File: src/rtl/pc_gen_ras.sv
// Fetch-address generator with a small circular return-address stack.
// Holds the fetch PC, applies trap/redirect/stall/return-prediction priority,
// and rejects misaligned redirect targets with a one-cycle error pulse.
module pc_gen_ras #(
  parameter int                    ADDR_WIDTH   = 32,
  parameter logic [ADDR_WIDTH-1:0] RESET_VECTOR = '0,
  parameter int                    RAS_DEPTH    = 4
) (
  input  logic                            clk,
  input  logic                            rst_n,
  input  logic                            stall,
  input  logic                            trap_en,
  input  logic [ADDR_WIDTH-1:0]           trap_vec,
  input  logic                            redirect_en,
  input  logic [ADDR_WIDTH-1:0]           redirect_target,
  input  logic                            push_en,
  input  logic [ADDR_WIDTH-1:0]           push_addr,
  input  logic                            ret_pred,
  output logic [ADDR_WIDTH-1:0]           pc_out,
  output logic [$clog2(RAS_DEPTH+1)-1:0]  ras_count,
  output logic                            ras_empty,
  output logic                            ras_full,
  output logic                            misalign_err
);

  localparam int CW = $clog2(RAS_DEPTH + 1);
  localparam int PW = $clog2(RAS_DEPTH);

  logic [ADDR_WIDTH-1:0] pc_p0;
  logic [CW-1:0]         ras_cnt_p0;
  logic [PW-1:0]         ras_top_p0;
  logic                  misalign_p0;
  logic [ADDR_WIDTH-1:0] ras_mem [RAS_DEPTH];

  logic                  misalign;
  logic                  redirect_ok;
  logic                  pop_ok;
  logic                  push_ok;
  logic [ADDR_WIDTH-1:0] pc_nxt;
  logic [CW-1:0]         cnt_nxt;
  logic [PW-1:0]         top_nxt;
  logic                  wr_en;
  logic [PW-1:0]         wr_idx;

  // Next-PC priority and RAS pointer/count bookkeeping for this cycle.
  always_comb begin
    misalign    = redirect_en && (redirect_target[1:0] != 2'b00) && !trap_en;
    redirect_ok = redirect_en && (redirect_target[1:0] == 2'b00) && !trap_en;
    // Any redirect (good or rejected) and any stall suppress the return prediction.
    pop_ok      = ret_pred && (ras_cnt_p0 != '0) && !trap_en && !redirect_en && !stall;
    push_ok     = push_en && !trap_en && !misalign;
    pc_nxt      = pc_p0 + ADDR_WIDTH'(4);
    cnt_nxt     = ras_cnt_p0;
    top_nxt     = ras_top_p0;
    wr_en       = 1'b0;
    wr_idx      = ras_top_p0 + PW'(1);

    if (trap_en)          pc_nxt = trap_vec;
    else if (misalign)    pc_nxt = pc_p0;
    else if (redirect_ok) pc_nxt = redirect_target;
    else if (stall)       pc_nxt = pc_p0;
    else if (pop_ok)      pc_nxt = ras_mem[ras_top_p0];

    if (trap_en) begin
      cnt_nxt = '0;
      top_nxt = '0;
    end else if (push_ok && pop_ok) begin
      // Return consumes the old top while the call's address takes its slot.
      wr_en  = 1'b1;
      wr_idx = ras_top_p0;
    end else if (push_ok) begin
      wr_en   = 1'b1;
      top_nxt = ras_top_p0 + PW'(1);
      if (ras_cnt_p0 != CW'(RAS_DEPTH)) cnt_nxt = ras_cnt_p0 + CW'(1);
    end else if (pop_ok) begin
      top_nxt = ras_top_p0 - PW'(1);
      cnt_nxt = ras_cnt_p0 - CW'(1);
    end
  end

  // Control state: PC, RAS pointer/count and the error pulse.
  always_ff @(posedge clk or negedge rst_n) begin
    if (!rst_n) begin
      pc_p0       <= RESET_VECTOR;
      ras_cnt_p0  <= '0;
      ras_top_p0  <= '0;
      misalign_p0 <= 1'b0;
    end else begin
      pc_p0       <= pc_nxt;
      ras_cnt_p0  <= cnt_nxt;
      ras_top_p0  <= top_nxt;
      misalign_p0 <= misalign;
    end
  end

  // RAS storage; entries are only readable once count covers them, so no reset.
  always_ff @(posedge clk) begin
    if (wr_en) ras_mem[wr_idx] <= push_addr;
  end

  assign pc_out       = pc_p0;
  assign ras_count    = ras_cnt_p0;
  assign ras_empty    = (ras_cnt_p0 == '0);
  assign ras_full     = (ras_cnt_p0 == CW'(RAS_DEPTH));
  assign misalign_err = misalign_p0;

endmodule

File: config.mk
export PLATFORM = sky130hd
export DESIGN_NAME = pc_gen_ras
export DESIGN_NICKNAME = d
export VERILOG_FILES = /design/src/rtl/pc_gen_ras.sv
export SDC_FILE = /design/constraint.sdc
export NUM_CORES = 1
export LEC_CHECK = 0
export ABC_AREA = 1
export BUFFER_PORTS_ARGS = -buffer_cell sky130_fd_sc_hd__buf_4
export CORE_MARGIN = 1
export CORE_UTILIZATION = 50
export DETAILED_ROUTE_END_ITERATION = 7
export PLACE_DENSITY = 0.8
export REMOVE_ABC_BUFFERS = 1
export SETUP_SLACK_MARGIN = 0.05
export SYNTH_ARGS = -nofsm -noshare
export SYNTH_HDL_FRONTEND = slang
export SYNTH_SLANG_ARGS = --single-unit
File: constraint.sdc
create_clock -name clk -period 7.9 [get_ports clk]
set_input_delay 0.79 -clock clk [delete_from_list [all_inputs] [get_ports clk]]
set_output_delay 0.79 -clock clk [all_outputs]
set_load 0.05 [all_outputs]
==> results list <==
- The cell count after synthesis came out at 920.
- In this run the remaining antenna-violating nets after routing total 0.
- TritonCTS built the clock tree.
* Placeable core region: 0.0158 sq mm
- Critical path required time: 8030 ps
- The run finished with clean final reports.
- Data on the critical path arrives at its endpoint at 3470 ps.
- The share of the Yosys chip area taken by registers is 59.5%.
* Final period util: 42.3%
* Num Clock Sinks: 166
- Critical Path Fanout Max: 45
- Once placement finished, the instance area stood at 0.00925 sq mm.
- The first routing iteration left 563 violations.
- Postcts setup bufs: 0
- The final hold violation count was 0.
- Path type of the worst min-delay path: in -> async
* Total power per unit cell area: 251 mW/mm^2
- The initial utilization of the core area, before any placement, comes to 50.9%.
- Max-slew violations: 0
* # Max-Cap Violations: 0
- Total power consumption of the routed design: 2.47 mW
- CTS Hold Buffers Added: 0
- The area growth from synthesis to layout is 22.3%.
- Number of search-and-repair iterations in the first detailed-routing pass: 6
* Final critical path time including I/O delays and setup: 3340 ps
* Worst slew pin tran: 1030 ps
- Gates resized during post-CTS repair numbered 0.
- Average detailed-routed wire length per instance: 16.7 um
* Max clock buf depth: 2
- Number of top-level pins: 141
- Utilization after layout: 62.2%
- In this run the number of H-tree levels came out at 4.
- Most common cell in the netlist: nand2_1
* Startpoint Class: input port
- Headroom to the max-slew limit came out at 31.2%.
* Post-route design area: 0.00985 sq mm
* Die span in y: 129 um
- Clock latency of the later-clocked register in the worst-skew pair: 430 ps
* WL final: 21400 um
* Reg-to-reg critical path startpoint: ras_count[0]$_DFFE_PN0P_
* Horizontal extent of the die: 129 um
* Total Routing Usage GR: 27.5%
- Drc violations: 0
- The total overflow left after global routing is 0.
- Worst setup path class: in -> reg
* Endpoint class of the critical path: register
- Buffer cell driving the clock tree root: clkbuf_16
* Worst slack at placement: 4130 ps
* Hold slack final: 330 ps
- Post-synth design cell area: 0.00805 sq mm
- Number of standard cells in the final layout excluding fillers: 1278
- Placed Cells incl. Taps: 1246
* Mean cell area of the mapped netlist: 8.75 sq um
* Count of input and output buffers: 140
- Timing would allow up to 299 MHz.
- The final route contains 6839 vias.
- Routability cong.: 0.887
* ANT cells: 0
- Worst clock skew: 9.48 ps
* Final HPWL from detailed placement: 13700 um
- Number of fill cells: 1294
- Main area contributors after synthesis: edfxtp_1, nand2_1, dfrtp_1, nor2_1, nand3_1
- Setup repair after global routing missed its margin: false
- Via count of the first global-routing pass: 6587
- Entering global routing, the biggest net connects 46 pins.
* Static leakage: 4.23 nW
- Post-synth cell types: 33
* Most numerous cell types in the synthesized netlist: nand2_1, edfxtp_1, nor2_1
- Fraction of layout cells with a size suffix above 1: 18.5%
- Placement Rows: 46
* Flops & latches, synth: 166
- The first global-routing pass estimated 33600 um of wire.
* Antenna violations before repair: 0
- Minimum setup slack in the final design: 4560 ps
- Clock buffers created by TritonCTS: 17
- Reg2reg path depth: 8
* Post-synth EDFFs: 128
- Clock-pin slew was measured on the worst setup and hold paths at 70 ps.
- Synth warn: 0
* Worst reg2reg setup slack: 4960 ps
- In this run the critical register-to-register path is captured at ras_mem[3][29]$_DFFE_PP_.
- Avg Vias per Cell: 5.35
- The biggest area contributor in the post-synthesis netlist is edfxtp_1.
* Maximum vdd drop: 0.190 mV
- Die Area: 0.0166 sq mm
- Final setup TNS: 0 ps
- After the last flow step, the layout net total stands at 1154.
* Post-synth top flop: edfxtp_1
- Number of setup violations in the final report: 0
- The synthesized design devotes to its leading area cell type 47.7% of total area.
* Proportion of synthesized flip-flops having asynchronous set or reset: 22.9%
[cells by family (layout without fill, tap and decap cells)]
| group | after synthesis | in the layout | synth area share [%] |
|---|---|---|---|
| and+or+nand+nor | 577 | 577 | 29.1 |
| adders and majority gates | 2 | 2 | 0.404 |
| xor gates and xnor gates | 9 | 9 | 0.979 |
| buffers and inverters | 88 | 230 | 4.72 |
| DFF | 166 | 166 | 59.5 |
| AOI/OAI and AO/OA | 78 | 78 | 5.22 |
[power breakdown]
part           total (mW)  internal (mW)  switching [mW]
clock network       0.833          0.458           0.376
logic               0.574          0.182           0.393
registers            1.07          0.999          0.0662
[cell type report]
class,instances,area (sq um),share of cell area (%)
clock inverters,14,160,1.63
flip-flops and latches,166,4790,48.7
inverters,54,205,2.08
well taps,216,270,2.74
multi-input cells,666,2900,29.4
repair buffers,144,1080,11.0
clock buffers,18,439,4.46
[routing by layer]
| layer | vias up | GRT usage (%) | part of all wire (%) |
|---|---|---|---|
| met2 | 352 | 45.9 | 48 |
| met3 | 32 | 5.70 | 9.3 |
| li1 | 3289 | - | - |
| met1 | 3166 | 35.1 | 40 |
| met5 | - | 0 | 0 |
| met4 | 0 | 11.2 | 2.0 |
[flip-flops by register name, summed over array words and instances, names as in the netlist]
register	flops
ras_mem	128
ras_top_p0	2
ras_count	3
pc_out	32
misalign_err	1
[layout by cell type (no fill, tap or decap), types with 2 or more instances in the layout]
cell,instances
inv_6,5
o21ai_1,3
nand2_1,368
a31oi_1,2
nand4_1,24
edfxtp_1,128
clkinv_4,3
clkbuf_16,17
buf_4,144
nor2_4,5
o21ai_0,32
nand3b_1,2
nand3_2,2
nand2_2,2
o211ai_1,5
inv_8,2
inv_1,48
xor2_1,5
o21bai_1,2
o21a_1,4
clkinv_8,2
nor2_1,120
nor3_1,2
nand3_1,45
dfrtp_1,38
xnor2_1,4
nor2_2,5
a21oi_1,30
inv_2,5
[critical path: stages]
cell	delay (ps)
buf_4	150
inv_4	360
nand3_2	160
nor2_4	680
inv_2	490
o211ai_1	420
nor2_2	70
buf_4	300
[worst max-delay path by stage]
stage	from	to	slack (ps)	cells after the start
finish	trap_en	ras_mem[3][29]$_DFFE_PP_	4560	8
global route	trap_en	ras_mem[3][28]$_DFFE_PP_	4370	8
floorplan	ras_count[1]$_DFFE_PN0P_	ras_mem[3][0]$_DFFE_PP_	4020	7
detailed placement	trap_en	ras_mem[3][28]$_DFFE_PP_	4130	8
CTS	trap_en	ras_mem[3][28]$_DFFE_PP_	4590	8
global placement	trap_en	ras_mem[3][29]$_DFFE_PP_	4270	8
Power figures use the tool's default switching activity.
